**src/rtl/ws2812_pkg.sv**
```systemverilog
// Shared WS2812 timing defaults and FSM state type for the pixel serialiser.
package ws2812_pkg;

    localparam int T_BIT_DEF = 15;
    localparam int T0H_DEF   = 5;
    localparam int T1H_DEF   = 10;
    localparam int PIX_W     = 24;

    typedef enum logic {
        IDLE = 1'b0,
        SEND = 1'b1
    } state_e;

endpackage

```
**src/rtl/write_pixel_if.sv**
```systemverilog
// Pixel request/status bundle between the frame sequencer and the serialiser.
// Handshake: valid is sampled only while busy=0; one frame starts per acceptance,
// r/g/b are captured at that edge and busy stays high until the last bit ends.
interface write_pixel_if;

    logic       valid;
    logic [7:0] r;
    logic [7:0] g;
    logic [7:0] b;
    logic       data_out;
    logic       busy;

    modport master (
        output valid, r, g, b,
        input  data_out, busy
    );

    modport slave (
        input  valid, r, g, b,
        output data_out, busy
    );

endinterface

```
**src/rtl/write_pixel_bit_timer.sv**
```systemverilog
// Per-bit cycle counter; reports the last cycle of a bit and the next-cycle line level.
module write_pixel_bit_timer
    import ws2812_pkg::*;
#(
    parameter int T_BIT = T_BIT_DEF,
    parameter int T0H   = T0H_DEF,
    parameter int T1H   = T1H_DEF
) (
    input  logic CLK,
    input  logic RSTN,
    input  logic en_i,
    input  logic bit_i,
    output logic bit_done_o,
    output logic hi_o
);

    localparam int CW = $clog2(T_BIT);
    localparam logic [CW-1:0] LAST_C = CW'(T_BIT - 1);
    localparam logic [CW-1:0] T0H_C  = CW'(T0H);
    localparam logic [CW-1:0] T1H_C  = CW'(T1H);

    logic [CW-1:0] cyc_q;
    logic [CW-1:0] cyc_d;

    assign bit_done_o = en_i && (cyc_q == LAST_C);

    always_comb begin
        cyc_d = '0;
        if (en_i && !bit_done_o) begin
            cyc_d = cyc_q + 1'b1;
        end
    end

    // Level is judged on the next count so the registered line lines up with it.
    assign hi_o = (cyc_d < (bit_i ? T1H_C : T0H_C));

    always_ff @(posedge CLK or negedge RSTN) begin
        if (!RSTN) begin
            cyc_q <= '0;
        end else begin
            cyc_q <= cyc_d;
        end
    end

endmodule

```
**src/rtl/write_pixel.sv**
```systemverilog
// Serialises one latched {g,r,b} pixel MSB-first onto a WS2812 data line.
module write_pixel
    import ws2812_pkg::*;
#(
    parameter int T_BIT = T_BIT_DEF,
    parameter int T0H   = T0H_DEF,
    parameter int T1H   = T1H_DEF
) (
    input  logic          CLK,
    input  logic          RSTN,
    write_pixel_if.slave  px,
    output state_e        state_o
);

    state_e            state_q;
    state_e            state_d;
    logic [PIX_W-1:0]  sr_q;
    logic [PIX_W-1:0]  sr_d;
    logic [4:0]        bit_q;
    logic [4:0]        bit_d;
    logic              data_q;
    logic              data_d;
    logic              busy_q;
    logic              busy_d;
    logic              bit_done;
    logic              hi;

    write_pixel_bit_timer #(
        .T_BIT (T_BIT),
        .T0H   (T0H),
        .T1H   (T1H)
    ) u_timer (
        .CLK        (CLK),
        .RSTN       (RSTN),
        .en_i       (state_q == SEND),
        .bit_i      (sr_d[PIX_W-1]),
        .bit_done_o (bit_done),
        .hi_o       (hi)
    );

    always_comb begin
        state_d = state_q;
        sr_d    = sr_q;
        bit_d   = bit_q;
        case (state_q)
            IDLE: begin
                if (px.valid) begin
                    sr_d    = {px.g, px.r, px.b};
                    bit_d   = 5'd23;
                    state_d = SEND;
                end
            end
            SEND: begin
                if (bit_done) begin
                    if (bit_q != 5'd0) begin
                        sr_d  = {sr_q[PIX_W-2:0], 1'b0};
                        bit_d = bit_q - 5'd1;
                    end else begin
                        state_d = IDLE;
                    end
                end
            end
            default: state_d = IDLE;
        endcase
        // Outputs are computed from next state so they register with no input-to-output path.
        busy_d = (state_d == SEND);
        data_d = busy_d && hi;
    end

    always_ff @(posedge CLK or negedge RSTN) begin
        if (!RSTN) begin
            state_q <= IDLE;
            sr_q    <= '0;
            bit_q   <= '0;
            data_q  <= 1'b0;
            busy_q  <= 1'b0;
        end else begin
            state_q <= state_d;
            sr_q    <= sr_d;
            bit_q   <= bit_d;
            data_q  <= data_d;
            busy_q  <= busy_d;
        end
    end

    assign px.data_out = data_q;
    assign px.busy     = busy_q;
    assign state_o     = state_q;

endmodule

```
**src/flat_wrapper.sv**
```systemverilog
// flat-port wrapper written by rule: the top's interface ports become plain ports
module write_pixel_flat import ws2812_pkg::*;
#(
    parameter int T_BIT = T_BIT_DEF,
    parameter int T0H   = T0H_DEF,
    parameter int T1H   = T1H_DEF
)
  (CLK, RSTN, state_o, px_valid, px_r, px_g, px_b, px_data_out, px_busy);
  write_pixel_if px_i ();
  input  logic CLK;
  input  logic RSTN;
  output state_e state_o;
  input wire logic [$bits(px_i.valid)-1:0] px_valid;
  input wire logic [$bits(px_i.r)-1:0] px_r;
  input wire logic [$bits(px_i.g)-1:0] px_g;
  input wire logic [$bits(px_i.b)-1:0] px_b;
  output wire logic [$bits(px_i.data_out)-1:0] px_data_out;
  output wire logic [$bits(px_i.busy)-1:0] px_busy;
  assign px_i.valid = px_valid;
  assign px_i.r = px_r;
  assign px_i.g = px_g;
  assign px_i.b = px_b;
  assign px_data_out = px_i.data_out;
  assign px_busy = px_i.busy;
  write_pixel #(.T_BIT(T_BIT), .T0H(T0H), .T1H(T1H)) u_core (.CLK(CLK), .RSTN(RSTN), .px(px_i), .state_o(state_o));
endmodule
```
**config.mk**
```make
export PLATFORM = sky130hd
export DESIGN_NAME = write_pixel_flat
export DESIGN_NICKNAME = d
export VERILOG_FILES = /design/src/rtl/ws2812_pkg.sv /design/src/rtl/write_pixel_if.sv /design/src/rtl/write_pixel_bit_timer.sv /design/src/rtl/write_pixel.sv /design/src/flat_wrapper.sv
export SDC_FILE = /design/constraint.sdc
export NUM_CORES = 1
export LEC_CHECK = 0
export BUFFER_PORTS_ARGS = -buffer_cell sky130_fd_sc_hd__buf_2
export CELL_PAD_IN_SITES_DETAIL_PLACEMENT = 2
export CELL_PAD_IN_SITES_GLOBAL_PLACEMENT = 2
export CORE_MARGIN = 4
export CORE_UTILIZATION = 33
export CTS_CLUSTER_DIAMETER = 100
export DETAILED_ROUTE_END_ITERATION = 10
export PLACE_DENSITY = 0.8
export SETUP_SLACK_MARGIN = 0.05
export SLEW_MARGIN = 20
export SYNTH_ARGS = -nofsm -noshare
export SYNTH_HDL_FRONTEND = slang
export SYNTH_SLANG_ARGS = --single-unit
```
**constraint.sdc**
```tcl
create_clock -name CLK -period 3 [get_ports CLK]
set_input_delay 0.6 -clock CLK [delete_from_list [all_inputs] [get_ports CLK]]
set_output_delay 0.6 -clock CLK [all_outputs]
set_load 0.05 [all_outputs]
```
==> results of run 1 <==
## worst max-delay path, stage by stage, from the launching register on
cell,delay [ns]
dfrtp_1,0.41
inv_1,0.11
ha_1,0.17
nor4b_1,0.46
o32ai_1,0.21
or2_2,0.32
ha_1,0.30
nor2_1,0.10
nand3_1,0.09
o31ai_1,0.21
and3_1,0.18
## cell type report
| type | instances | area, µm² | share of cell area (%) |
|---|---|---|---|
| flip-flops and latches | 35 | 875.8 | 45.13 |
| multi-input cells | 121 | 703.2 | 36.23 |
| repair buffers | 32 | 167.7 | 8.640 |
| clock buffers | 7 | 86.33 | 4.449 |
| well taps | 67 | 83.83 | 4.320 |
| inverters | 4 | 15.01 | 0.7737 |
| clock inverters | 1 | 8.758 | 0.4513 |
## cells in the mapped netlist, drive strengths merged
cell type,n
a211oi,1
a21o,1
a21oi,2
a22oi,22
and2,2
and3,2
and4,1
buf,5
clkbuf,5
dfrtp,35
ha,5
inv,4
nand2,52
nand2b,3
nand3,5
nand4,2
nor2,6
nor2b,1
nor3,1
nor4b,1
o2111ai,1
o21ai,3
o221a,1
o31a,1
o31ai,1
o32ai,1
or2,1
or4b,1
xnor2,1
xor2,3
## metrics by stage
| stage | area [µm²] | cells |
|---|---|---|
| 5_1_grt | 1941 | 267 |
| 3_5_place_dp | 1846 | 259 |
| 4_1_cts | 1941 | 267 |
| 2_1_floorplan | 1643 | 170 |
| 3_3_place_gp | 1846 | 259 |
| 6_report | 1941 | 267 |
## layer usage
metal	vias up	routed length [µm]	global-route usage, %
li1	644	-	-
met1	689	1969	19.46
met2	27	2281	27.42
met3	7	173	4.702
met4	0	90	5.944
met5	-	0	0
## power by group through the flow
stage	Combinational, µW	Sequential, µW	Clock, µW
after floorplan	15.6	502	0
after global placement	43.2	504	0
after detailed placement	47.6	506	0
after CTS	48.0	497	382
after global routing	53.5	499	405
final	46.0	497	365
## registers in the layout, summed over array words and instances, names as in the netlist
signal                count
u_core.sr_q              24
u_core.bit_q              5
u_core.u_timer.cyc_q      4
u_core.px.data_out        1
u_core.state_o            1
## cells in the final DEF (no fill, tap or decap), drive strengths merged
master	synthesis	layout
a211oi	1	1
a21o	1	1
a21oi	2	2
a22oi	22	22
and2	2	2
and3	2	2
and4	1	1
buf	5	32
clkbuf	5	7
clkinv	0	1
dfrtp	35	35
ha	5	5
inv	4	4
nand2	52	52
nand2b	3	3
nand3	5	5
nand4	2	2
nor2	6	6
nor2b	1	1
nor3	1	1
nor4b	1	1
o2111ai	1	1
o21ai	3	3
o221a	1	1
o31a	1	1
o31ai	1	1
o32ai	1	1
or2	1	1
or4b	1	1
xnor2	1	1
xor2	3	3
## worst paths after layout
check / endpoint / slack [ns]
min in group CLK: u_core.sr_q[8]$_DFFE_PN0P_ / 0.49
min: u_core.u_timer.cyc_q[0]$_DFF_PN0_ / 0.39
max reg2reg: u_core.px.data_out$_DFF_PN0_ / 0.38
max: u_core.px.data_out$_DFF_PN0_ / 0.38
max in group asynchronous: u_core.px.data_out$_DFF_PN0_ / 2.10
min reg2reg: u_core.sr_q[8]$_DFFE_PN0P_ / 0.49
## logic make-up after synthesis
group / count (synthesis)
and+or+nand+nor: 78
DFF: 35
AOI/OAI and AO/OA: 34
buffers and inverters: 14
adders and majority gates: 5
xor gates and xnor gates: 4
==> metrics.md, run 1 <==
| Metric | Value |
|---|---|
| Status | `completed` |
| Final Util | `40.55%` |
| Crit. Startpoint | `u_core.bit_q[0]$_DFFE_PN0P_` |
| Clk_lat worst skew | `0.29 ns` |
| Initial Util | `34.33%` |
| Register area share after synthesis | `53.31%` |
| Type of the worst setup path | `reg2reg` |
| Final setup margin | `0.3773 ns` |
| Clock share of power | `40.2%` |
| Gate power share | `5.1%` |
| # diodes | `0` |
| Die Span X | `78.56 µm` |
| Power, Total | `907.5 µW` |
| CP Capture Type | `flop` |
| Number of antenna-violating nets in the routed design | `0` |
| DP HPWL | `3252 µm` |
| Mapped cell area | `1643 µm²` |
| Synth Area in Compound Gates | `15.77%` |
| Max Clock Skew | `0.008860 ns` |
| CTS Buf Count | `5` |
| Synth Warn # | `0` |
| WL per Instance | `16.91 µm` |
| Avg Synthesized Cell Area | `9.664 µm²` |
| Gate Count Post-Synth | `170` |
| TritonCTS Sinks | `35` |
| Die ar. | `6171 µm²` |
| Overall Global Routing Usage | `16.21%` |
| Syn nets | `202` |
| Net Sw Power | `211.9 µW` |
| Clock Root Buffer | `clkbuf_8` |
| Post-synthesis simple-gate area fraction | `20.94%` |
| Max Cap Viol | `0` |
| Iteration-0 DRC Markers | `76` |
| Share of post-route cells with drive strength above 1 | `22.00%` |
| Seq cells post-synth | `35` |
| TritonRoute pass-1 iters | `4` |
| Crit share post-route | `87.42%` |
| RD Place Congestion | `0.7981` |
| Sw frac | `23.35%` |
| Max VDD drop | `260.7 µV` |
| First-pass GRT wire length | `7721 µm` |
| Power density over cell area | `467.7 nW/µm²` |
| Post-Synth XOR/XNOR Area | `2.133%` |
| Max-slew violations | `0` |
| Initial antenna violation count | `0` |
| Post-cts resize count | `0` |
| Synth area leader | `dfrtp_1` |
| Port Buf Inserts | `29` |
| Internal | `695.7 µW` |
| Largest net degree at the start of global routing | `36` |
| Worst Setup Slack post-DPL | `0.4088 ns` |
| WP data arrival | `2.85 ns` |
| IO Count | `30` |
| Final WL | `4515 µm` |
| Critical path peak fanout | `3` |
| Hold Slack | `0.3902 ns` |
| # nets final | `231` |
| DR vias/cell | `5.120` |
| CTS Buffer Depth | `2` |
| Height of the die | `78.56 µm` |
| Area grow syn2layout | `18.13%` |
| Largest family of logic cells by synthesized area | `simple AND/OR/NAND/NOR gates` |
| Normalized max-slew margin | `47.05%` |
| Worst Tran Pin Value | `0.7942 ns` |
| Vias in the first global route | `1539` |
| Post-synthesis mux area share | `0%` |
| Sequential power share | `54.8%` |
| TritonCTS clock tree | `done` |
| CP Data Required Time | `3.22 ns` |
| Yosys top cell area share | `53.31%` |
| CTS Hold Bufs | `0` |
| Critical R2R Launch | `u_core.bit_q[0]$_DFFE_PN0P_` |
| Fin Setup TNS | `0 ns` |
| Core ar. | `4786 µm²` |
| Worst Reg-to-Reg Cells | `10` |
| Unrepaired setup endpoints after global routing | `no` |
| Clock-pin slew on the worst setup and hold paths | `0.07 ns` |
| Residual DRC | `0` |
| Cell leakage power | `0.0009627 µW` |
| Synth area leaders | `dfrtp_1 (53%), nand2_1 (12%), a22oi_1 (10%), ha_1 (3.8%), xor2_1 (1.6%)` |
| Fmax | `381.3 MHz` |
| Fillers | `532` |
| Post-CTS Setup Bufs | `0` |
| DR vias | `1367` |
| Netlist cell types | `32` |
| # rows | `25` |
| Fin. Hold Viols | `0` |
| GR Overflow Total | `0` |
| Post-layout minimum cycle time | `2.623 ns` |
| CP startpoint kind | `flop` |
| Hold/Removal Path Class | `in2async` |
| Adder-Cell Fraction of Synth Area | `3.808%` |
| H-tree Lvls | `2` |
| Count of final setup violators | `0` |
(Power assumes the default switching activity.)
==> run 2: changes to the inputs <==
--- a/config.mk
+++ b/config.mk
@@ -12,7 +12,7 @@
 export CORE_UTILIZATION = 33
 export CTS_CLUSTER_DIAMETER = 100
 export DETAILED_ROUTE_END_ITERATION = 10
-export PLACE_DENSITY = 0.8
+export PLACE_DENSITY = 0.87
 export SETUP_SLACK_MARGIN = 0.05
 export SLEW_MARGIN = 20
 export SYNTH_ARGS = -nofsm -noshare
==> metrics.md, run 2 (synthesis gave the netlist of run 1 again) <==
| Metric | Value |
|---|---|
| CP Data Required Time | `3.22 ns (about the same)` |
| Largest net degree at the start of global routing | `36 (unchanged)` |
| Power density over cell area | `455.5 nW/µm² (was 467.7 nW/µm²)` |
| DP HPWL | `3119 µm (was 3252 µm)` |
| Critical path peak fanout | `6 (was 3)` |
| Most frequent cells in the layout | `nand2_1 (52), dfrtp_1 (35), buf_2 (29), a22oi_1 (22), nor2_1 (6) (was nand2_1 (52), dfrtp_1 (35), buf_2 (29), a22oi_1 (22))` |
| CTS Buf Count | `5 (unchanged)` |
| H-tree Lvls | `2 (unchanged)` |
| Fin. Hold Viols | `0 (unchanged)` |
| TritonRoute pass-1 iters | `4 (unchanged)` |
| CTS Buffer Depth | `2 (unchanged)` |
| First-pass GRT wire length | `7679 µm (was 7721 µm)` |
| # nets final | `231 (unchanged)` |
| Top Layer Used | `met4 (unchanged)` |
| Post-route cell area | `1927 µm² (was 1941 µm²)` |
| Hold Slack | `0.3927 ns (was 0.3902 ns)` |
| TritonCTS clock tree | `done (unchanged)` |
| Overall Global Routing Usage | `16.02% (was 16.21%)` |
| Fmax | `376.7 MHz (was 381.3 MHz)` |
| Clock-pin slew on the worst setup and hold paths | `0.07 ns (about the same)` |
| Routed met3 length | `143 µm (was 173 µm)` |
| Crit path cell chain | `inv_1 > ha_1 > or4b_1 > a211oi_2 > or2_2 > ha_1 > nor2_1 > nand3_1 > o31ai_1 > and3_1 (was inv_1 > ha_1 > nor4b_1 > o32ai_1 > or2_2 > ha_1 > nor2_1 > nand3_1 > o31ai_1 > and3_1)` |
| CP top delay family | `simple AND/OR/NAND/NOR gates (unchanged)` |
| Initial Util | `34.33% (unchanged)` |
| Cell leakage power | `0.0009565 µW (was 0.0009627 µW)` |
| Final Util | `40.26% (was 40.55%)` |
| Worst Reg-to-Reg Cells | `10 (unchanged)` |
| Area after DPL | `1846 µm² (unchanged)` |
| CP Capture Type | `flop (unchanged)` |
| DR vias | `1378 (was 1367)` |
| Slowest-stage cell, CP | `or4b_1 (was nor4b_1)` |
| WP data arrival | `2.88 ns (was 2.85 ns)` |
| Met1 WL | `1844 µm (was 1969 µm)` |
| Max Cap Viol | `0 (unchanged)` |
| WL per Instance | `17.03 µm (was 16.91 µm)` |
| Residual DRC | `0 (unchanged)` |
| Crit path buf inv count | `1 (unchanged)` |
| Max stage delay on crit path | `0.57 ns (was 0.46 ns)` |
| Height of the die | `78.56 µm (unchanged)` |
| Post-CTS Setup Bufs | `0 (unchanged)` |
| Unrepaired setup endpoints after global routing | `no (unchanged)` |
| Die Span X | `78.56 µm (unchanged)` |
| Type of the worst setup path | `reg2reg (unchanged)` |
| Die ar. | `6171 µm² (unchanged)` |
| Worst Tran Pin Value | `0.7995 ns (was 0.7942 ns)` |
| Post-layout minimum cycle time | `2.654 ns (was 2.623 ns)` |
| DR vias/cell | `5.161 (was 5.120)` |
| Clock share of power | `38.1% (was 40.2%)` |
| RD Place Congestion | `0.7384 (was 0.7981)` |
| Vias in the first global route | `1486 (was 1539)` |
| Max Clock Skew | `0.003826 ns (was 0.008860 ns)` |
| Count of final setup violators | `0 (unchanged)` |
| Footprint of the multi-input gates | `703.2 µm² (unchanged)` |
| Net Sw Power | `207.0 µW (was 211.9 µW)` |
| R2R setup slack | `0.35 ns (was 0.38 ns)` |
| Crit share post-route | `88.48% (was 87.42%)` |
| Normalized max-slew margin | `46.70% (was 47.05%)` |
| IO Count | `30 (unchanged)` |
| Core ar. | `4786 µm² (unchanged)` |
| CTS Hold Bufs | `0 (unchanged)` |
| Sequential power share | `56.6% (was 54.8%)` |
| Regs by FF count | `u_core.sr_q (24), u_core.bit_q (5), u_core.u_timer.cyc_q (4) (unchanged)` |
| Fillers | `527 (was 532)` |
| GR Overflow Total | `0 (unchanged)` |
| Fin Setup TNS | `0 ns (unchanged)` |
| Commonest non-fill, non-tap cell in the layout | `nand2_1 (unchanged)` |
| Hold/Removal Path Class | `in2async (unchanged)` |
| DR WL met2 | `2465 µm (was 2281 µm)` |
| Sw frac | `23.58% (was 23.35%)` |
| Max VDD drop | `348.0 µV (was 260.7 µV)` |
| Internal | `670.7 µW (was 695.7 µW)` |
| Clk_lat worst skew | `0.28 ns (was 0.29 ns)` |
| Reg2reg end | `u_core.px.data_out$_DFF_PN0_ (unchanged)` |
| TritonCTS Sinks | `35 (unchanged)` |
| Clock Root Buffer | `clkbuf_8 (unchanged)` |
| Max-slew violations | `0 (unchanged)` |
| Final WL | `4548 µm (was 4515 µm)` |
| Initial antenna violation count | `0 (unchanged)` |
| Most used cell, CP | `ha_1 (unchanged)` |
| CP startpoint kind | `flop (unchanged)` |
| # diodes | `0 (unchanged)` |
| Port Buf Inserts | `29 (unchanged)` |
| Post-cts resize count | `0 (unchanged)` |
| Share of post-route cells with drive strength above 1 | `21.50% (was 22.00%)` |
| Status | `completed (unchanged)` |
| Most flops, register | `u_core.sr_q (unchanged)` |
| Critical R2R Launch | `u_core.bit_q[0]$_DFFE_PN0P_ (unchanged)` |
| Iteration-0 DRC Markers | `90 (was 76)` |
| Gate power share | `5.3% (was 5.1%)` |
| Max reg flops | `24 (unchanged)` |
| Area grow syn2layout | `17.29% (was 18.13%)` |
| Number of antenna-violating nets in the routed design | `0 (unchanged)` |
| Sequential Area | `875.8 µm² (unchanged)` |
| # rows | `25 (unchanged)` |
-- run 2: cell count changes in the layout (fill, tap and decap cells not counted) --
cell      before  now
clkinv_4       1    0
clkinv_2       0    1
clkbuf_1       1    2
clkbuf_8       6    5
-- run 2: worst max path at each step --
stage | depth (start not counted) | to | start | slack [ns]
floorplan | 9 | u_core.px.data_out$_DFF_PN0_ | u_core.state_o$_DFF_PN0_ | 0.59
global placement | 10 | u_core.px.data_out$_DFF_PN0_ | u_core.bit_q[0]$_DFFE_PN0P_ | 0.58
detailed placement | 10 | u_core.px.data_out$_DFF_PN0_ | u_core.bit_q[0]$_DFFE_PN0P_ | 0.38
CTS | 10 | u_core.px.data_out$_DFF_PN0_ | u_core.bit_q[0]$_DFFE_PN0P_ | 0.32
global route | 10 | u_core.px.data_out$_DFF_PN0_ | u_core.bit_q[0]$_DFFE_PN0P_ | 0.11
finish | 10 | u_core.px.data_out$_DFF_PN0_ | u_core.bit_q[0]$_DFFE_PN0P_ | 0.35
-- run 2: through the flow --
stage | setup WS [ns] | instances | power [µW]
finish | 0.3455 | 267 | 877.7
global route | 0.1112 | 267 | 913.5
CTS | 0.3202 | 267 | 885.8
detailed placement | 0.3830 | 259 | 552.7
global placement | 0.5802 | 259 | 549.4
floorplan | 0.5882 | 170 | 517.8
-- run 2: layout make-up --
| class | instances | share of cell area [%] |
|---|---|---|
| flip-flops and latches | 35 | 45.45 |
| well taps | 67 | 4.351 |
| clock buffers | 7 | 3.961 |
| repair buffers | 32 | 8.701 |
| clock inverters | 1 | 0.2597 |
| inverters | 4 | 0.7792 |
| multi-input cells | 121 | 36.49 |
-- run 2: power by group through the flow --
stage | Sequential [µW] | Clock [µW] | Combinational (µW)
after detailed placement | 505 | 0 | 47.5
after floorplan | 502 | 0 | 15.6
after global placement | 504 | 0 | 45.0
after CTS | 497 | 341 | 48.3
final | 497 | 334 | 46.3
after global routing | 499 | 361 | 54.1
-- run 2: layer usage --
layer	up-vias	track usage, %
met3	8	2.982
met2	23	28.61
met5	-	0
met4	0	5.944
li1	645	-
met1	702	18.96
